==> src/rtl/abs_diff.sv <==
// Purpose : unsigned |a - b| plus a flag telling whether b exceeds a.
// Latency : combinational.
// Backpressure : none.
// Ports   : a, b (W-bit operands) -> diff (W-bit magnitude), over (b > a).
module abs_diff #(
   parameter int W = 16
) (
   input  logic [W-1:0] a,
   input  logic [W-1:0] b,
   output logic [W-1:0] diff,
   output logic         over
);

   // Larger minus smaller, so the magnitude never wraps.
   always_comb begin
      over = (b > a);
      diff = over ? (b - a) : (a - b);
   end

endmodule

==> config.mk <==
export PLATFORM = sky130hd
export DESIGN_NAME = abs_diff
export DESIGN_NICKNAME = d
export VERILOG_FILES = /design/src/rtl/abs_diff.sv
export SDC_FILE = /design/constraint.sdc
export NUM_CORES = 1
export LEC_CHECK = 0
export ABC_AREA = 1
export CORE_MARGIN = 2
export CORE_UTILIZATION = 40
export DETAILED_ROUTE_END_ITERATION = 8
export PLACE_DENSITY = 0.71
export SYNTH_ARGS = -nofsm -noshare
export SYNTH_HDL_FRONTEND = slang
export SYNTH_SLANG_ARGS = --single-unit
export TNS_END_PERCENT = 10
==> constraint.sdc <==
create_clock -name vclk -period 2.8
set_input_delay 0.28 -clock vclk [all_inputs]
set_output_delay 0.28 -clock vclk [all_outputs]
set_load 0.03 [all_outputs]
==> results.tsv, run 1 <==
stage	metric	value	unit
status	status	finished clean	
placement	dpl.cell_count	549	
global_route	grt_usage	0.176	
floorplanning	die_y	77.8	microns
finish	nFlopsAndLatches	0	
drt	wl_per_cell	9.81	microns
finish	post-route-util	0.558	
worst_setup_path	critPathSlowestCell	clkdlybuf4s50_1	
worst_setup_path	start_kind	input port	
power_and_ir_drop	internal_power	0.000328	W
placement	hpwl	4820	microns
finish	fin_cells	550	
hold_path	min_path_cells	5	
power_and_ir_drop	p_sw	0.000471	W
drt	drt_wl_total	5390	microns
worst_setup_path	crit_chain	clkdlybuf4s50_1 -> inv_1 -> ha_2 -> fa_2 -> inv_1 -> nand3_1 -> nand2_1 -> nand2_1 -> nand2_1 -> nand2_2 -> nand2_2 -> nand2_4 -> buf_12 -> nand2_1 -> o21ai_2 -> buf_4	
finish	n_antenna_cell	0	
yosys	yosysWarnings	0	
finish	regArea	0	sq um
drt	first_pass_iters	4	
drt	antenna_left	0	
power_and_ir_drop	ir_worst_vdd	0.145	mV
floorplanning	core-area	0.00517	sq mm
floorplanning	boundaryPins	49	
timing	period_share	0.955	
global_route	grt_pass1_wl	9090	microns
worst_setup_path	crit_type	input port to output pin	
floorplanning	die_width	77.8	microns
finish	num-nets-final	547	
floorplanning	initial_core_util	0.421	
worst_setup_path	cpPeakStageDelay	470	ps
worst_setup_path	cp.required	2520	ps
hold_path	hold_path_class	input port to output pin	
power_and_ir_drop	p_per_area	277	mW/mm^2
global_route	grt_pass1_vias	2150	
timing	slew-limit-headroom	0.736	
placement	place.port_buffers	49	
floorplanning	die_area	0.00606	sq mm
timing	fin_tns_setup	0	ps
drt	vias	2444	
drt	drt-initial-drc-count	90	
placement	gp_congestion	0.840	
yosys	ys_seq_area_frac	0	
yosys	syn_inst	421	
finish	layout-drive-gt1-share	0.163	
timing	hold_slack	1500	ps
yosys	syn_avg_cell_area	5.18	sq um
worst_setup_path	crit_fanout	13	
hold_path	hp-start	b[1]	
drt	remaining_drc_errors	0	
global_route	grt_max_degree	14	
hold_path	hold_path_end	diff[1]	
global_route	antenna_found_initial	0	
yosys	syn_area	0.00218	sq mm
yosys	syn_nets	486	
finish	syn_to_final_growth	32.4	%
power_and_ir_drop	seqPwrFrac	0	
timing	min_period	2670	ps
yosys	yosysUniqueCellTypes	23	
power_and_ir_drop	netSwitchingFraction	0.589	
timing	slew_viol_final	0	
placement	place_area	0.00282	sq mm
global_route	overflow	0	
worst_setup_path	cp.arrival	2390	ps
timing	finalSetupViolations	0	
finish	clkbuf_count	0	
timing	tightest_slew	395	ps
timing	fmax	374	MHz
flow_run	maxCapViolCount	0	
power_and_ir_drop	combPwrFrac	1.000	
worst_setup_path	crit_path_end_kind	output pin	
power_and_ir_drop	power.share.clock	0	
drt	vias_per_cell	4.44	
finish	stdcell_area	0.00289	sq mm
power_and_ir_drop	power.leakage	1.77	nW
worst_setup_path	path_common_cell	nand2_1	
floorplanning	row_count	26	
timing	final-hold-violation-count	0	
[power groups by stage]
| stage | Clock (W) | Combinational [W] | Sequential (W) |
|---|---|---|---|
| final | 0 | 0.000800 | 0 |
| after global routing | 0 | 0.000884 | 0 |
| after CTS | 0 | 0.000786 | 0 |
| after detailed placement | 0 | 0.000783 | 0 |
| after global placement | 0 | 0.000775 | 0 |
| after floorplan | 0 | 0.000524 | 0 |
[placed cells by master, fill, tap and decap left out, types with 2 or more instances in the layout]
cell type	count
clkdlybuf4s50_1	33
ha_1	26
buf_4	34
nand2_4	2
inv_2	3
inv_1	100
nand2_1	172
ha_2	3
xor2_1	7
xnor2_1	7
buf_12	2
nor2_1	9
a21oi_1	17
o21ai_2	7
nand4_1	5
ha_4	2
nor2_4	3
nor3_2	2
nand3_1	24
nand2_2	11
nand3_2	5
[final cells by class]
cell class         count  area (sq um)
fillers              564          2290
inverters            104           393
multi-input cells    307          1780
well taps             70          87.6
repair buffers        69           626
[per-stage QoR]
stage	power (W)	setup slack [ps]
after global routing	0.000884	-3.01
after CTS	0.000786	32.6
after global placement	0.000775	72.4
after floorplan	0.000524	550
after detailed placement	0.000783	41.2
final	0.000800	126
[worst max path at each step]
stage	start	end	slack, ps	cells past startpoint
2_1_floorplan	b[0]	diff[13]	550	14
3_3_place_gp	b[0]	diff[9]	70	16
3_5_place_dp	b[0]	diff[13]	40	16
4_1_cts	b[0]	diff[13]	30	16
5_1_grt	b[0]	diff[13]	-3	16
6_report	b[0]	diff[1]	130	16
[synthesized netlist by cell type]
cell,n,area share
a21oi_1,18,0.041
and2_1,1,0.0029
buf_2,4,0.0092
buf_4,2,0.0069
buf_6,2,0.010
clkbuf_1,1,0.0017
clkbuf_2,1,0.0023
fa_1,2,0.018
ha_1,31,0.18
inv_1,101,0.17
inv_2,3,0.0052
nand2_1,174,0.30
nand2_2,9,0.026
nand2_4,2,0.010
nand3_1,24,0.055
nand3_2,5,0.023
nand4_1,5,0.014
nor2_1,10,0.017
nor2_4,3,0.015
nor3_1,2,0.0046
o21ai_2,7,0.028
xnor2_1,7,0.028
xor2_1,7,0.028
[per-layer routing]
layer / up-vias / track usage / wire length (microns)
li1: 1360 / - / -
met1: 1038 / 0.251 / 2520
met2: 44 / 0.309 / 2580
met4: 0 / 0.00714 / 21
met5: - / 0 / 0
met3: 2 / 0.00349 / 269
[critical path: cells and delay by family]
kind | cells | cell delay, ps
adders and majority gates | 2 | 540
and+or+nand+nor | 8 | 600
AOI/OAI and AO/OA | 1 | 50
buffers and inverters | 5 | 920
[cell families after synthesis]
group | after synthesis | share of synthesized area
buffers and inverters | 114 | 0.210
AND/OR/NAND/NOR | 235 | 0.468
AO/OA/AOI/OAI | 25 | 0.0695
XOR/XNOR | 14 | 0.0563
adder cells (fa/ha/maj) | 33 | 0.196
[timing repair]
| action | CTS | global route |
|---|---|---|
| hold endpoints to repair | 0 | 0 |
| setup endpoints to repair | 0 | 16 |
| hold buffers | 0 | 0 |
| gates resized for setup | 0 | 14 |
| buffers inserted | 0 | 1 |
Power figures use the tool's default switching activity.
==> run 2: changes to the inputs <==
- PLACE_DENSITY: 0.71 -> 0.63
==> run 2 against run 1 <==
  * First-iteration DRC count up 47%
  * Power down 1.7%
  * Hold slack got worse by 310 ps
  * Non-clock buffer count is 2 lower
  * Sequential cell count did not move
  * Fmax is 0.87% higher
  * Critical endpoint is now diff[9]
  * Largest power group unchanged
  * Highest routed layer unchanged
==> results.tsv, run 2 (synthesis gave the netlist of run 1 again) <==
stage	metric	value	unit	change
worst_setup_path	worst-path-buf-inv	5		unchanged
finish	final_cell_mix	nand2_1 (172), inv_1 (101), buf_4 (33), clkdlybuf4s50_1 (32), ha_1 (27)		was nand2_1 (172), inv_1 (100), buf_4 (34), clkdlybuf4s50_1 (33), ha_1 (26)
worst_setup_path	crit_chain	clkdlybuf4s50_1 -> inv_1 -> ha_2 -> fa_2 -> inv_1 -> nand3_1 -> nand2_1 -> nand2_1 -> nand2_2 -> nand2_2 -> nand2_2 -> nand2_4 -> buf_12 -> nand2_1 -> nand2_1 -> buf_4		was clkdlybuf4s50_1 -> inv_1 -> ha_2 -> fa_2 -> inv_1 -> nand3_1 -> nand2_1 -> nand2_1 -> nand2_1 -> nand2_2 -> nand2_2 -> nand2_4 -> buf_12 -> nand2_1 -> o21ai_2 -> buf_4
drt	antenna_left	0		unchanged
placement	gp_congestion	0.942		was 0.840
global_route	grt_pass1_vias	2323		was 2150
global_route	grt_pass1_wl	9940	microns	was 9090 microns
drt	vias_per_cell	4.53		was 4.44
timing	slew-limit-headroom	0.799		was 0.736
finish	nFlopsAndLatches	0		unchanged
floorplanning	core-area	0.00517	sq mm	unchanged
finish	regArea	0	sq um	unchanged
timing	slew_viol_final	0		unchanged
worst_setup_path	crit_type	input port to output pin		unchanged
finish	num-nets-final	545		was 547
power_and_ir_drop	ir_worst_vdd	0.118	mV	was 0.145 mV
placement	hpwl	4990	microns	was 4820 microns
worst_setup_path	start_kind	input port		unchanged
status	status	finished clean		unchanged
global_route	overflow	0		unchanged
worst_setup_path	critPathSlowestCell	clkdlybuf4s50_1		unchanged
finish	clkbuf_count	0		unchanged
finish	n_antenna_cell	0		unchanged
timing	fin_tns_setup	0	ps	unchanged
floorplanning	die_width	77.8	microns	unchanged
finish	layout-drive-gt1-share	0.153		was 0.163
drt	first_pass_iters	5		was 4
timing	finalSetupViolations	0		unchanged
timing	final-hold-violation-count	0		unchanged
drt	drt-initial-drc-count	132		was 90
power_and_ir_drop	power.leakage	1.76	nW	was 1.77 nW
drt	vias	2481		was 2444
finish	syn_to_final_growth	30.0	%	was 32.4%
worst_setup_path	path_common_cell	nand2_1		unchanged
drt	drt_wl_total	5590	microns	was 5390 microns
clock_network	cts-hold-fix-buffers	0		unchanged
power_and_ir_drop	design_power_total	0.000786	W	was 0.000800 W
global_route	grt_usage	0.193		was 0.176
finish	fillers	556		was 564
global_route	antenna_found_initial	0		unchanged
timing	period_share	0.947		was 0.955
floorplanning	boundaryPins	49		unchanged
flow_run	maxCapViolCount	0		unchanged
worst_setup_path	cpPeakStageDelay	480	ps	was 470 ps
worst_setup_path	path_delay_family	buffers and inverters		unchanged
worst_setup_path	cp.arrival	2370	ps	was 2390 ps
floorplanning	initial_core_util	0.421		unchanged
finish	mostFrequentLayoutCell	nand2_1		unchanged
floorplanning	die_y	77.8	microns	unchanged
hold_path	hold_path_class	input port to output pin		unchanged
timing	tightest_slew	301	ps	was 395 ps
power_and_ir_drop	p_per_area	278	mW/mm^2	was 277 mW/mm^2
worst_setup_path	cp.required	2520	ps	about the same
drt	remaining_drc_errors	0		unchanged
timing	fmax	377	MHz	was 374 MHz
floorplanning	die_area	0.00606	sq mm	unchanged
worst_setup_path	crit_fanout	16		was 13
global_route	grt_max_degree	17		was 14
timing	min_period	2650	ps	was 2670 ps
placement	place.port_buffers	49		unchanged
floorplanning	row_count	26		unchanged
drt	wl_per_cell	10.2	microns	was 9.81 microns
worst_setup_path	crit_path_end_kind	output pin		unchanged
==> run 2: cell type report <==
class              count  area [sq um]  area share
multi-input cells    307          1750       0.618
repair buffers        67           601       0.212
inverters            104           393       0.139
well taps             70          87.6      0.0309
==> run 2: metal layers <==
| layer | vias to the layer above | wire [microns] | GRT usage |
|---|---|---|---|
| met4 | 0 | 12 | 0.0107 |
| met3 | 2 | 287 | 0.00814 |
| li1 | 1358 | - | - |
| met1 | 1065 | 2670 | 0.275 |
| met5 | - | 0 | 0 |
| met2 | 56 | 2620 | 0.334 |
==> run 2: path summary, 6_finish.rpt <==
path | start | endpoint | slack, ps | depth (start not counted)
max | b[0] | diff[9] | 150 | 16
min | a[1] | diff[1] | 1190 | 4
==> run 2: power breakdown <==
group / switching [W] / leakage [nW] / internal, W
Sequential: 0 / 0 / 0
Combinational: 0.000469 / 1.76 / 0.000317
Clock: 0 / 0 / 0
Total: 0.000469 / 1.76 / 0.000317
==> run 2: what timing repair did <==
item | 4_1_cts | 5_1_grt
hold endpoints to repair | 0 | 0
endpoints found under the setup margin | 0 | 15
buffers inserted | 0 | 2
gates resized for setup | 0 | 12
==> run 2: per-stage QoR <==
stage	cell area [sq um]	setup slack, ps	cells	utilization	hold WS (ps)
floorplan	2180	550	421	-	798
global placement	2780	67.8	546	0.538	1480
detailed placement	2780	19.2	546	0.538	1490
CTS	2780	4.42	546	0.538	1500
global route	2830	-1.14	548	0.548	1240
finish	2830	150	548	0.548	1190
